--- config.mk ---
export PLATFORM = sky130hd
export DESIGN_NAME = seg7_scan_mux
export DESIGN_NICKNAME = d
export VERILOG_FILES = /design/src/rtl/seg7_pkg.sv /design/src/rtl/scan_tick_gen.sv /design/src/rtl/seg7_scan_mux.sv
export SDC_FILE = /design/constraint.sdc
export NUM_CORES = 1
export LEC_CHECK = 0
export BUFFER_PORTS_ARGS = -buffer_cell sky130_fd_sc_hd__buf_2
export CORE_ASPECT_RATIO = 1.4
export CORE_MARGIN = 10
export CORE_UTILIZATION = 39
export CTS_BUF_LIST = sky130_fd_sc_hd__clkbuf_8
export CTS_CLUSTER_DIAMETER = 60
export CTS_CLUSTER_SIZE = 12
export DETAILED_ROUTE_END_ITERATION = 6
export MAX_ROUTING_LAYER = met4
export PLACE_DENSITY = 0.68
export SLEW_MARGIN = 10
export SYNTH_ARGS = -nofsm -noshare
export SYNTH_HDL_FRONTEND = slang
export SYNTH_SLANG_ARGS = --single-unit
--- constraint.sdc ---
create_clock -name clk -period 3.8 [get_ports clk]
set_input_delay 1.14 -clock clk [delete_from_list [all_inputs] [get_ports clk]]
set_output_delay 1.14 -clock clk [all_outputs]
set_load 0.005 [all_outputs]
--- src/rtl/seg7_pkg.sv ---
// Shared constants and types for the seven-segment scan multiplexer.
package seg7_pkg;

   localparam int N_DIGITS_DEF = 8;
   localparam int CLK_DIV_DEF = 50000;

   // All anodes high: every digit of the common-anode display is dark.
   localparam logic [7:0] ANODES_OFF = 8'hFF;

   typedef logic [2:0] digit_idx_t;
   typedef logic [3:0] nibble_t;

endpackage

--- src/rtl/scan_tick_gen.sv ---
// Prescaler that produces a one-cycle tick every CLK_DIV clocks.
// The tick marks the edge on which the scanner moves to the next digit.
module scan_tick_gen
   import seg7_pkg::*;
#(
   parameter int CLK_DIV = CLK_DIV_DEF
) (
   input  logic clk,
   input  logic reset,
   output logic tick_o
);

   localparam int PW = (CLK_DIV > 1) ? $clog2(CLK_DIV) : 1;
   localparam logic [PW-1:0] LAST = PW'(CLK_DIV - 1);

   logic [PW-1:0] count_q;
   logic [PW-1:0] count_d;

   // Tick on the terminal count and fold back to zero on the same edge,
   // so each digit dwells exactly CLK_DIV cycles.
   always_comb begin
      tick_o = (count_q == LAST);
      count_d = tick_o ? '0 : count_q + 1'b1;
   end

   // Counter register; synchronous reset restarts the dwell period.
   always_ff @(posedge clk) begin
      if (reset) begin
         count_q <= '0;
      end else begin
         count_q <= count_d;
      end
   end

endmodule

--- src/rtl/seg7_scan_mux.sv ---
// Time-multiplexed scanner for a common-anode seven-segment display.
// Host writes land in a pending buffer and are committed to the displayed
// value only when the scan wraps from the last digit back to digit 0, so a
// frame never shows a mix of old and new nibbles. BCD_4bits is meant to be
// fed to a BCD_to_sevenSeg decoder instantiated one level up.
module seg7_scan_mux
   import seg7_pkg::*;
#(
   parameter int CLK_DIV = CLK_DIV_DEF,
   parameter int N_DIGITS = N_DIGITS_DEF,
   localparam int IW = (N_DIGITS > 1) ? $clog2(N_DIGITS) : 1
) (
   input  logic                  clk,
   input  logic                  reset,
   input  logic [4*N_DIGITS-1:0] value_in,
   input  logic                  load,
   input  logic [N_DIGITS-1:0]   dp_in,
   input  logic                  blank_lz,
   output logic [3:0]            BCD_4bits,
   output logic [N_DIGITS-1:0]   anodes,
   output logic                  dp_out,
   output logic [IW-1:0]         digit_idx,
   output logic                  frame_done
);

   localparam logic [IW-1:0] LAST_IDX = IW'(N_DIGITS - 1);
   localparam logic [N_DIGITS-1:0] ONE_HOT0 = N_DIGITS'(1);
   localparam logic [N_DIGITS-1:0] DARK = ANODES_OFF[N_DIGITS-1:0];

   logic tick;

   logic [4*N_DIGITS-1:0] pendVal_q, pendVal_d;
   logic [N_DIGITS-1:0]   pendDp_q, pendDp_d;
   logic [4*N_DIGITS-1:0] dispVal_q, dispVal_d;
   logic [N_DIGITS-1:0]   dispDp_q, dispDp_d;
   logic [IW-1:0]         idx_q, idx_d;
   logic [N_DIGITS-1:0]   anodes_q, anodes_d;
   nibble_t               bcd_q, bcd_d;
   logic                  dpOut_q, dpOut_d;
   logic                  frameDone_q, frameDone_d;

   logic    frameWrap;
   logic    leadZero;
   logic    blankDigit;
   nibble_t curNibble;

   scan_tick_gen #(
      .CLK_DIV(CLK_DIV)
   ) u_tick (
      .clk   (clk),
      .reset (reset),
      .tick_o(tick)
   );

   // Next-state logic: buffer host writes, commit at frame wrap, advance
   // the scan index on each tick and precompute the registered digit drive
   // from the value that will be on display after this edge.
   always_comb begin
      pendVal_d = pendVal_q;
      pendDp_d = pendDp_q;
      dispVal_d = dispVal_q;
      dispDp_d = dispDp_q;
      idx_d = idx_q;
      anodes_d = anodes_q;
      bcd_d = bcd_q;
      dpOut_d = dpOut_q;
      frameWrap = tick && (idx_q == LAST_IDX);
      frameDone_d = frameWrap;
      leadZero = 1'b1;
      blankDigit = 1'b0;
      curNibble = 4'h0;

      if (load) begin
         pendVal_d = value_in;
         pendDp_d = dp_in;
      end

      // A load coinciding with the wrap goes straight to the display so the
      // host never loses a whole frame to the pending register.
      if (frameWrap) begin
         dispVal_d = load ? value_in : pendVal_q;
         dispDp_d = load ? dp_in : pendDp_q;
      end

      if (tick) begin
         idx_d = (idx_q == LAST_IDX) ? '0 : idx_q + 1'b1;

         for (int j = 0; j < N_DIGITS; j++) begin
            if (j >= int'(idx_d) && dispVal_d[4*j +: 4] != 4'h0) begin
               leadZero = 1'b0;
            end
            if (j == int'(idx_d)) begin
               curNibble = dispVal_d[4*j +: 4];
            end
         end

         blankDigit = blank_lz && (idx_d != '0) && leadZero && !dispDp_d[idx_d];

         if (blankDigit) begin
            anodes_d = DARK;
            bcd_d = 4'h0;
            dpOut_d = 1'b1;
         end else begin
            anodes_d = ~(ONE_HOT0 << idx_d);
            bcd_d = curNibble;
            dpOut_d = ~dispDp_d[idx_d];
         end
      end
   end

   // State and output registers; reset darkens the display, parks the index
   // on the last digit so the first tick lands on digit 0, and discards any
   // pending host value.
   always_ff @(posedge clk) begin
      if (reset) begin
         pendVal_q <= '0;
         pendDp_q <= '0;
         dispVal_q <= '0;
         dispDp_q <= '0;
         idx_q <= LAST_IDX;
         anodes_q <= DARK;
         bcd_q <= 4'h0;
         dpOut_q <= 1'b1;
         frameDone_q <= 1'b0;
      end else begin
         pendVal_q <= pendVal_d;
         pendDp_q <= pendDp_d;
         dispVal_q <= dispVal_d;
         dispDp_q <= dispDp_d;
         idx_q <= idx_d;
         anodes_q <= anodes_d;
         bcd_q <= bcd_d;
         dpOut_q <= dpOut_d;
         frameDone_q <= frameDone_d;
      end
   end

   assign BCD_4bits = bcd_q;
   assign anodes = anodes_q;
   assign dp_out = dpOut_q;
   assign digit_idx = idx_q;
   assign frame_done = frameDone_q;

endmodule
== Word-level counts from Yosys, hierarchy flattened ==
Index checks and enable logic that the tools add are counted.
Widths: inputs -> output; s select.
Word-level totals
  register bits: 113
  output and inout port bits: 17
  logic and storage cells: 82
Cells by class
  add/sub/neg operators: 2
  magnitude comparators: 8
  equal/unequal tests: 9
  shift-type cells: 1
  mux-type cells: 27
  bitwise logic cells: 2
  reductions and logical operators: 23
Operators by type and width (count)
  $mux 32: 2
  $mux 4: 9
  $reduce_bool 4->1: 8
  $mux 8: 3
  $add 16x1->16 const B: 1
  $eq 16x16->1 const B: 1
  $eq 3x3->1 const A: 4
  $logic_and 1x1->1: 11
  $mux 1: 11
  $ge 3x3->1 const A: 3
  $not 8->8: 1
  $shl 1x3->8 const A: 1
  $eq 2x3->1 const A: 2
  $ge 1x3->1 const A: 2
  $ge 2x3->1 const A: 2
  $lt 3x4->1 const B: 1
  $add 3x1->3 const B: 1
  $bmux 1 s3: 1
  $eq 1x3->1 const A: 1
  $eq 3x3->1 const B: 1
  $logic_not 3->1: 1
  $mux 3: 1
  $reduce_bool 3->1: 1
  $reduce_or 2->1: 1
  other kinds (2): 2

== Logic depth before layout (Yosys ltp) ==
  depth in word-level cells: 17
  gate-level depth with buffers: 15
  mapped depth without buffers: 10

== By module ==
Synthesis repeated with hierarchy kept, for this count alone.
Second synthesis, totals
  cells, all modules: 538
  area total of the unflattened synthesis: 5047.3 µm²
Modules (own cells, without submodules)
  seg7_scan_mux: times used 1, cells an instance 457, area an instance 4336.7 µm²
  scan_tick_gen: times used 1, cells an instance 81, area an instance 710.7 µm²

== Worst setup path after synthesis ==
OpenSTA, ideal clock, no wires.
  path type: input to register
  start point: input load
  end point: register bcd_q[1] (netlist: BCD_4bits[1])
  arrival: 3.530 ns
  required time: 3.673 ns
  slack: 0.143 ns
  stages on the path: 11
  buffers on the path: 5
  cells stage by stage: buf_2 -> buf_1 -> clkbuf_1 -> buf_2 -> buf_1 -> mux2i_1 -> nor2_1 -> a21oi_1 -> a21oi_1 -> o32ai_1 -> o21ai_1
On the way
  longest elaborated chain between the ends: 16
  elaborated cells between the ends (all ways): 42
Ends and longest elaborated chain
  start, declared: line seg7_scan_mux.sv:16  | input logic load,
  $mux 32
  $mux 32: line seg7_scan_mux.sv:80  | if (frameWrap) begin
  $reduce_bool 4->1: line seg7_scan_mux.sv:89  | if (j >= int'(idx_d) && dispVal_d[4*j +: 4] != 4'h0) begin
  $logic_and 1x1->1: line seg7_scan_mux.sv:89
  $mux 1 (8 in series): line seg7_scan_mux.sv:89
  $mux 1: line seg7_scan_mux.sv:85  | if (tick) begin
  $logic_and 1x1->1 (2 in series): line seg7_scan_mux.sv:97  | blankDigit = blank_lz && (idx_d != '0) && leadZero && !dispDp_d[idx_d];
  $mux 4 *: line seg7_scan_mux.sv:99  | if (blankDigit) begin
  end signal, assigned: line seg7_scan_mux.sv:122  | bcd_q <= 4'h0;
  end signal, assigned: line seg7_scan_mux.sv:132  | bcd_q <= bcd_d;
  end, declared: line seg7_scan_mux.sv:38  | nibble_t bcd_q, bcd_d;
Every way passes the cells marked *; elsewhere a longest branch is shown, timed or not. The select of a mux whose other input is x is not followed.
A chain may end at the register's enable or synchronous reset.

== Worst setup path after layout ==
  start point: register u_tick.count_q[5]
  end point: register bcd_q[2] (netlist: BCD_4bits[2])
On the way
  longest elaborated chain between the ends: 17
  elaborated cells between the ends (all ways): 42
Ends and longest elaborated chain
  start, declared: line scan_tick_gen.sv:16  | logic [PW-1:0] count_q;
  start signal, assigned: line scan_tick_gen.sv:31  | count_q <= count_d;
  $eq 16x16->1 *: line scan_tick_gen.sv:22  | tick_o = (count_q == LAST);
  $logic_and 1x1->1: line seg7_scan_mux.sv:67  | frameWrap = tick && (idx_q == LAST_IDX);
  $mux 32: line seg7_scan_mux.sv:80
  $reduce_bool 4->1: line seg7_scan_mux.sv:89
  $logic_and 1x1->1: line seg7_scan_mux.sv:89
  $mux 1 (8 in series): line seg7_scan_mux.sv:89
  $mux 1: line seg7_scan_mux.sv:85
  $logic_and 1x1->1 (2 in series): line seg7_scan_mux.sv:97
  $mux 4: line seg7_scan_mux.sv:99
Marks and branches as above.

==> summary.txt <==
Status
  – Status: complete, no violations

STA
  – Worst Hold Margin: ~0.45 ns
  – Final hold violation count: 0
  – Unrepaired setup endpoints after global routing: false
  – Clk_skew: 0.00910 ns
  – Pins Over Slew Limit: 0
  – Fmax: 0.294 GHz
  – Post-layout minimum cycle time: around 3.4 ns
  – Fin crit share: between 80% and 90%
  – Endpoints failing setup: 0
  – Setup tns final: 0 ns
  – Slew @ Worst Pin: between 0.7 and 0.8 ns
  – Rel. slew slack: ~50%

Logic synthesis
  – Avg Cell Area, Syn: a little under 9 µm²
  – Top cells by area, synth: dfxtp_1, mux2i_1, nor2_1, nand2_1, mux2_2
  – Post-synthesis sequential area ratio: approximately 44%
  – Yosys cell types: 53
  – Yosys reg bits: between 100 and 150
  – Mapped Area: between 0.005 and 0.006 mm²
  – Syn_nets: between 600 and 700
  – Mapped Cells: slightly below 600
  – Top FF cell, synth: dfxtp_1
  – Top cell type's share of synthesized area: 44.1%
  – Post-synth EDFFs: 0
  – Ys async rst share: 0%
  – Syn. warnings: 0
  – Synth area leader: dfxtp_1

Worst setup path
  – Crit start category: register
  – Worst path max stage delay: ~0.71 ns
  – Crit path arrival time: 3.71 ns
  – Worst R2R Start: u_tick.count_q[5]
  – Bufs and invs on worst path: 0
  – R2r worst-path depth: 8
  – CP Capture Type: register
  – CP max stage cell: or4_4
  – CP cell instances: or4b_4 > or4_4 > mux2i_1 > o21ai_0 > a22o_1 > or4_1 > o311ai_2 > o21ai_1
  – Required time worst endpoint: 4.11 ns
  – WS Path Type: register to register
  – Reg-to-Reg End: BCD_4bits[2]
  – R2R setup slack: ~0.4 ns
  – Critical Path Fanout Max: 19
  – Cell family with most CP delay: simple AND/OR/NAND/NOR gates

Final layout
  – # nets final: 700
  – Syn-to-layout area delta: 17.5%
  – Ant. Diodes: 0
  – Util after Layout: about 47%
  – Non-Filler Instances: between 800 and 900
  – Most common library cell in the layout ignoring fill and taps: nor2_1
  – Commonest non-fill, non-tap cells in the layout: nor2_1, dfxtp_1, buf_2
  – Layout cells sized above 1: 19.5%

GRT
  – Total global routing track utilization: 15.2%
  – Vias in the first global route: 4,360
  – Initial antenna violation count: 0
  – Congestion Overflow GR: 0
  – First-pass GRT wire length: about 21,000 µm
  – Largest net degree at the start of global routing: 48

Power and ir drop
  – Final Power: 2.53 mW
  – Leakage power: roughly 2.5 nW
  – Maximum vdd drop: ~240 µV
  – Power density over the cells: roughly 420 mW/mm²

Clocking
  – Worst skew pair latency: about 0.43 ns
  – Clk root buf: clkbuf_8
  – CTS tree: done
  – CTS Sinks: roughly 110
  – H-tree Lvls: 4
  – Longest Clk Path Bufs: 2
  – Postcts setup bufs: 0
  – Worst-path clk slew: 0.07 ns
  – Cts bufs inserted: 17

Floorplan
  – Row cnt: 49
  – Chip height: 156 µm
  – Die width: 117 µm
  – Die area: 0.0182 mm²
  – Starting Density: between 30% and 40%
  – CORE AREA: 0.0129 mm²
  – # IOs: 61

Worst hold path
  – Hold-critical path depth: 1
  – HP Start: u_tick.count_q[0]
  – Hold endpoint: u_tick.count_q[0]
  – Hold/Removal Path Class: register to register

Route
  – DRT iter0 DRCs: approximately 380
  – Vias/cell: between 5 and 6
  – # DRC: 0
  – Post-route ant nets: 0
  – Routed WL: about 13,000 µm
  – Wirelength per Cell: about 16 µm
  – Pre-antenna DRT Iters: 4
  – Vias: 4,397

Place
  – GPL Wtd Cong: approximately 0.96
  – DP HPWL: just under 10,000 µm
  – Placed insts: between 700 and 800
  – IO buf count: 60

Run
  – Max Cap Viol: 0
==> power breakdown <==
group	total [mW]	internal (mW)	switching [mW]
logic	0.145	0.0626	0.0822
clock network	1.16	0.662	0.501
registers	1.23	1.21	0.0131
==> cells by family after synthesis <==
| family | share of synthesized area, % |
|---|---|
| flops | 44.1 |
| mux | 11.8 |
| fa+ha+maj | 1.71 |
| simple gates | 23.6 |
| compound gates | 12.9 |
| xor+xnor | 2.22 |
| buf+inv | 3.68 |
==> through the flow <==
step	worst slack, ns	area, µm²
2_1_floorplan	0.143	5130
3_3_place_gp	0.216	5620
3_5_place_dp	0.132	5620
4_1_cts	0.118	6030
5_1_grt	0.240	6030
6_report	0.399	6030
==> routing by layer <==
metal | part of all wire [%] | vias to the layer above | global-route usage (%)
met4 | 2.0 | 0 | 5.79
met5 | 0 | - | -
li1 | - | 2207 | -
met1 | 41 | 2071 | 16.1
met2 | 52 | 100 | 26.1
met3 | 4.9 | 19 | 4.04
==> final cells by class <==
class	count	area (µm²)
fill	1233	6840
multi-input combinational	431	2690
sequential	113	2260
timing repair buffer	76	433
clock buffer	18	248
tap	153	191
clock inverter	14	166
inverter	10	37.5
==> synth_stat cells (all sizes together) (11+ instances only) <==
| library cell | count |
|---|---|
| nor2 | 120 |
| dfxtp | 113 |
| mux2i | 49 |
| nand2 | 37 |
| clkbuf | 27 |
| o21ai | 25 |
| a21oi | 22 |
| nand3 | 16 |
| nor4 | 16 |
| and2 | 15 |
| a211oi | 13 |
| nor3 | 11 |
==> state kept, by name, indices dropped and copies added, names as in the netlist <==
name,cells
frame_done,1
pendDp_q,8
u_tick.count_q,16
dispDp_q,8
dispVal_q,32
pendVal_q,32
digit_idx,3
anodes,8
BCD_4bits,4
dp_out,1
==> how the worst max path moves through the flow <==
stage	slack [ns]	depth (start not counted)	end	start
finish	0.40	8	BCD_4bits[2]	u_tick.count_q[5]
global route	0.24	8	anodes[5]	u_tick.count_q[5]
CTS	0.12	8	anodes[2]	u_tick.count_q[5]
detailed placement	0.13	9	BCD_4bits[2]	load
global placement	0.22	7	BCD_4bits[3]	u_tick.count_q[5]
floorplan	0.14	11	BCD_4bits[1]	load
==> timing repair <==
action	CTS	global route
hold endpoints to repair	0	0
setup endpoints to repair	0	11
resized for setup	0	1
hold buffers	0	0
Note: power is estimated with default switching activity, not from simulation.
